**src/rtl/interrupt_sequencer_pkg.sv**
```systemverilog
// rtl/interrupt_sequencer_pkg.sv - shared sequencer state encodings and helpers
package interrupt_sequencer_pkg;

  typedef enum logic [2:0] {
    IDLE   = 3'd0,
    ACK    = 3'd1,
    VECTOR = 3'd2,
    ISR    = 3'd3,
    RETURN = 3'd4
  } seq_state_t;

  localparam int PC_WIDTH_DEFAULT = 8;

  // True for every state in which the CPU is considered to be servicing an interrupt
  function automatic logic state_in_isr(input seq_state_t s);
    return (s == VECTOR) || (s == ISR) || (s == RETURN);
  endfunction

  // True for states that must freeze fetch/decode
  function automatic logic state_stalls(input seq_state_t s);
    return (s == ACK) || (s == VECTOR) || (s == RETURN);
  endfunction

endpackage

```
**src/rtl/pc_save_reg.sv**
```systemverilog
// rtl/pc_save_reg.sv - width-parameterised load/clear register for PC values
module pc_save_reg #(
  parameter int pcWidth = 8
) (
  input  logic               clk,
  input  logic               clr,
  input  logic               load,
  input  logic [pcWidth-1:0] d,
  output logic [pcWidth-1:0] q
);

  // Clear wins over load so a reset always leaves the register at zero
  always_ff @(posedge clk) begin
    if (clr) begin
      q <= '0;
    end else if (load) begin
      q <= d;
    end
  end

endmodule

```
**src/rtl/interrupt_sequencer.sv**
```systemverilog
// rtl/interrupt_sequencer.sv - CPU-side take/vector/return sequencer for the HVPI controller
module interrupt_sequencer
  import interrupt_sequencer_pkg::*;
#(
  parameter int pcWidth = PC_WIDTH_DEFAULT
) (
  input  logic               clk,
  input  logic               rst,
  input  logic               intPending,
  input  logic [pcWidth-1:0] isrAddr,
  input  logic               instrDone,
  input  logic [pcWidth-1:0] pcIn,
  input  logic               retiExec,
  input  logic               eiExec,
  input  logic               diExec,
  output logic               intDisable,
  output logic               ldIntReg,
  output logic               clrIntReg,
  output logic               clrPend,
  output logic               stall,
  output logic               pcLoad,
  output logic [pcWidth-1:0] pcOut,
  output logic               inIsr
);

  seq_state_t         state;
  seq_state_t         state_next;
  logic               gie;
  logic               take_int;
  logic               load_vec;
  logic [pcWidth-1:0] saved_pc;
  logic [pcWidth-1:0] vec_reg;

  // A DI in the same cycle as the boundary must win, so it vetoes the take directly
  assign take_int = (state == IDLE) && intPending && gie && instrDone && !diExec;
  assign load_vec = (state == ACK);

  pc_save_reg #(.pcWidth(pcWidth)) u_saved_pc (
    .clk  (clk),
    .clr  (rst),
    .load (take_int),
    .d    (pcIn),
    .q    (saved_pc)
  );

  pc_save_reg #(.pcWidth(pcWidth)) u_vec_reg (
    .clk  (clk),
    .clr  (rst),
    .load (load_vec),
    .d    (isrAddr),
    .q    (vec_reg)
  );

  // Global interrupt enable; DI beats EI, and it tracks EI/DI in every state
  always_ff @(posedge clk) begin
    if (rst) begin
      gie <= 1'b0;
    end else if (diExec) begin
      gie <= 1'b0;
    end else if (eiExec) begin
      gie <= 1'b1;
    end
  end

  // Sequencer state register
  always_ff @(posedge clk) begin
    if (rst) begin
      state <= IDLE;
    end else begin
      state <= state_next;
    end
  end

  // Next-state logic; RETI outside ISR is ignored
  always_comb begin
    state_next = state;
    case (state)
      IDLE:    if (take_int) state_next = ACK;
      ACK:     state_next = VECTOR;
      VECTOR:  state_next = ISR;
      ISR:     if (retiExec) state_next = RETURN;
      RETURN:  state_next = IDLE;
      default: state_next = IDLE;
    endcase
  end

  // Moore output decode; the HVPI clear strobes are also forced during reset
  always_comb begin
    intDisable = !gie || (state != IDLE);
    ldIntReg   = (state == IDLE);
    clrIntReg  = rst || (state == VECTOR);
    clrPend    = rst || (state == VECTOR);
    stall      = state_stalls(state);
    pcLoad     = (state == VECTOR) || (state == RETURN);
    inIsr      = state_in_isr(state);
    pcOut      = '0;
    if (state == VECTOR) begin
      pcOut = vec_reg;
    end else if (state == RETURN) begin
      pcOut = saved_pc;
    end
  end

endmodule

```
**config.mk**
```make
export PLATFORM = sky130hd
export DESIGN_NAME = interrupt_sequencer
export DESIGN_NICKNAME = d
export VERILOG_FILES = /design/src/rtl/interrupt_sequencer_pkg.sv /design/src/rtl/pc_save_reg.sv /design/src/rtl/interrupt_sequencer.sv
export SDC_FILE = /design/constraint.sdc
export NUM_CORES = 1
export LEC_CHECK = 0
export CAP_MARGIN = 20
export CORE_MARGIN = 4
export CORE_UTILIZATION = 46
export DETAILED_ROUTE_END_ITERATION = 12
export PLACE_DENSITY = 0.93
export SYNTH_ARGS = -nofsm -noshare
export SYNTH_HDL_FRONTEND = slang
export SYNTH_SLANG_ARGS = --single-unit
```
**constraint.sdc**
```tcl
create_clock -name clk -period 3.4 [get_ports clk]
set_clock_uncertainty 0.15 [all_clocks]
set_input_delay 0.68 -clock clk [delete_from_list [all_inputs] [get_ports clk]]
set_output_delay 0.68 -clock clk [all_outputs]
set_load 0.05 [all_outputs]
```
==> metrics <==
status=finished clean; CTS tree=yes; Max FO, Critical Path=11; post-synth net total=134; slowest cell on the critical path=clkdlybuf4s50_1; Met2 Wirelength=1.180 mm; Setup crit end kind=primary output; Fin. Hold Viols=0; Die Ht=54.59 microns; # diodes=0; initial antenna violation count=0; Port Buf Inserts=37; pre-CTS setup slack=0.3872 ns; maxcap violations=0; Synth warnings=0; Area growth syn-to-layout=41.35%; Pleak=0.5039 nW; Worst Hold Depth=2; Std-Cell Rows=16; Netlist cell types=24; Hold Crit Class=flop to flop; critical path class=flop to primary output; Clock Latency Late Sink=0.29 ns; Switching Fraction=23.64%; Routed WL=2.346 mm; power per cell area=297.4 mW/mm^2; 1st-iter DRT viols=20; Slew Viols, Final=0; post-synth top area share=40.10%; H-tree levels=1; fillers=154; Seq/Total Area, Yosys=40.10%; largest net degree at the start of global routing=29; Mapped Cells=111; Routed WL per cell=13.88 microns; met3 routed WL=199 microns; initial core utilization=49.88%; gpl congestion=0.7996; max_slew headroom=64.39%; FF/Latch Area=400.4 sq um; Post-synth EDFFs=0; dpl hpwl=1.823 mm; fmax=311.6 MHz; Die ar.=0.002980 sq mm; Util after Layout=70.50%; Hold-fix buffers, CTS=0; Final period util=94.40%; Pre-antenna DRT Iters=4; layout net count=167; path depth of the worst reg2reg path=3; clock power share=25.1%; Die X=54.59 microns; Multi-input gate area=545.5 sq um; total power=419.7 uW; measured slew at the worst slew-check pin=0.5333 ns; critical path arrival=2.38 ns; CP max stage delay=0.82 ns; number of global-route vias before repair=882; Synth async-reset ratio=0%; DR vias/cell=5.272; clk buf depth=2; crit start category=flop; root buffer cell=clkbuf_4; Commonest cells post-synth=dfxtp_1, nor2_1, nand2b_1; Max rail drop VDD=0.1945 mV; setup ws final=0.1904 ns; critical path required time=2.57 ns; I/O Pins=38; uppermost routed layer=met4; crit-path cells=nor2b_2 -> a22oi_1 -> nor2_1 -> clkdlybuf4s50_1; core area=0.002002 sq mm; Comb power frac=17.7%; Internal=320.4 uW; RSZ-0062 raised after global routing=false; fin crit period=3.210 ns; DR DRC count=0; Routed Antenna Nets=0; Mapped Area=998.5 sq um; FF+latch count, synth=20; clk slew on worst S/H paths=0.10 ns; routed length on met1=937 microns; Vias=891; grt ovf=0; sequential share of power=57.3%; most frequent cell after synthesis=dfxtp_1; clock sinks=20; number of buffers created by CTS=3; GRT Total Usage=16.59%; post-route setup TNS=0 ns; setup violators final=0; first-pass GRT wire length=3.553 mm; post-synth top area cell=dfxtp_1; share of cells above drive strength 1=8.451%; Post-Syn Area per Cell=8.995 sq um; Net Switching=99.23 uW; Synth area leaders=dfxtp_1, mux2i_1, nand2b_1; Top FF cell, synth=dfxtp_1
metal layers:
layer  GRT usage, %  vias to the layer above
li1               -                      444
met1          18.44                      404
met2          28.54                       39
met3          3.542                        4
met4          9.959                        0
met5              0                        -
logic make-up after synthesis:
family,share of synthesized area (%)
AOI/OAI and AO/OA,10.03
xor gates and xnor gates,0.8774
buffers and inverters,5.764
DFF,40.10
muxes,16.04
and+or+nand+nor,27.19
worst paths after layout:
path / startpoint / endpoint / slack, ns
hold reg to reg: u_saved_pc.q[0]$_SDFFE_PP0P_ / u_saved_pc.q[0]$_SDFFE_PP0P_ / 0.34
setup / recovery: state[1]$_SDFFE_PP0P_ / pcOut[7] / 0.19
hold / removal: u_saved_pc.q[0]$_SDFFE_PP0P_ / u_saved_pc.q[0]$_SDFFE_PP0P_ / 0.34
setup reg to reg: state[0]$_SDFFE_PP0P_ / u_saved_pc.q[3]$_SDFFE_PP0P_ / 1.37
state kept, by name (all words and copies together), names as in the netlist:
name          flops
state             3
u_saved_pc.q      8
u_vec_reg.q       8
gie               1
per-stage QoR:
step                      hold slack (ns)  std cells  cell area, sq um
after floorplan                    0.2991        111             998.5
after global placement             0.3158        166              1384
after detailed placement           0.3262        166              1384
after CTS                          0.3431        169              1406
after global routing               0.3567        169              1411
final                              0.3390        169              1411
cell usage in the layout (no fill, tap or decap), types with 2 or more instances in the layout:
| master | instances |
|---|---|
| clkdlybuf4s50_1 | 35 |
| dfxtp_1 | 20 |
| nor2_1 | 19 |
| nand2b_1 | 18 |
| mux2i_1 | 16 |
| a22oi_1 | 8 |
| clkbuf_4 | 3 |
| nor3_1 | 2 |
| nor2b_2 | 2 |
| nand2_1 | 2 |
| nor3b_1 | 2 |
| buf_12 | 2 |
| buf_4 | 2 |
critical path, delay by kind of cell (launching register included):
kind	cells	cell delay, ns
AOI/OAI and AO/OA	1	0.13
buffers and inverters	1	0.82
DFF	1	0.55
and+or+nand+nor	2	0.59
final cells by class:
class	count	share of cell area [%]
Clock buffer	3	1.596
Inverter	1	0.2660
Timing Repair Buffer	39	28.72
Multi-Input combinational cell	79	38.65
Sequential cell	20	28.37
Tap cell	27	2.394
what timing repair did:
item | in CTS | in global routing
endpoints found under the hold margin | 0 | 0
endpoints found under the setup margin | 0 | 10
setup buffers | 0 | 0
gates resized for setup | 0 | 2
power by group through the flow:
stage / Clock (mW) / Sequential, mW / Combinational, mW
global route: 0.117 / 0.241 / 0.0786
CTS: 0.111 / 0.240 / 0.0745
finish: 0.105 / 0.240 / 0.0741
global placement: 0 / 0.245 / 0.0724
floorplan: 0 / 0.244 / 0.0356
detailed placement: 0 / 0.246 / 0.0743
Power figures use the tool's default switching activity.
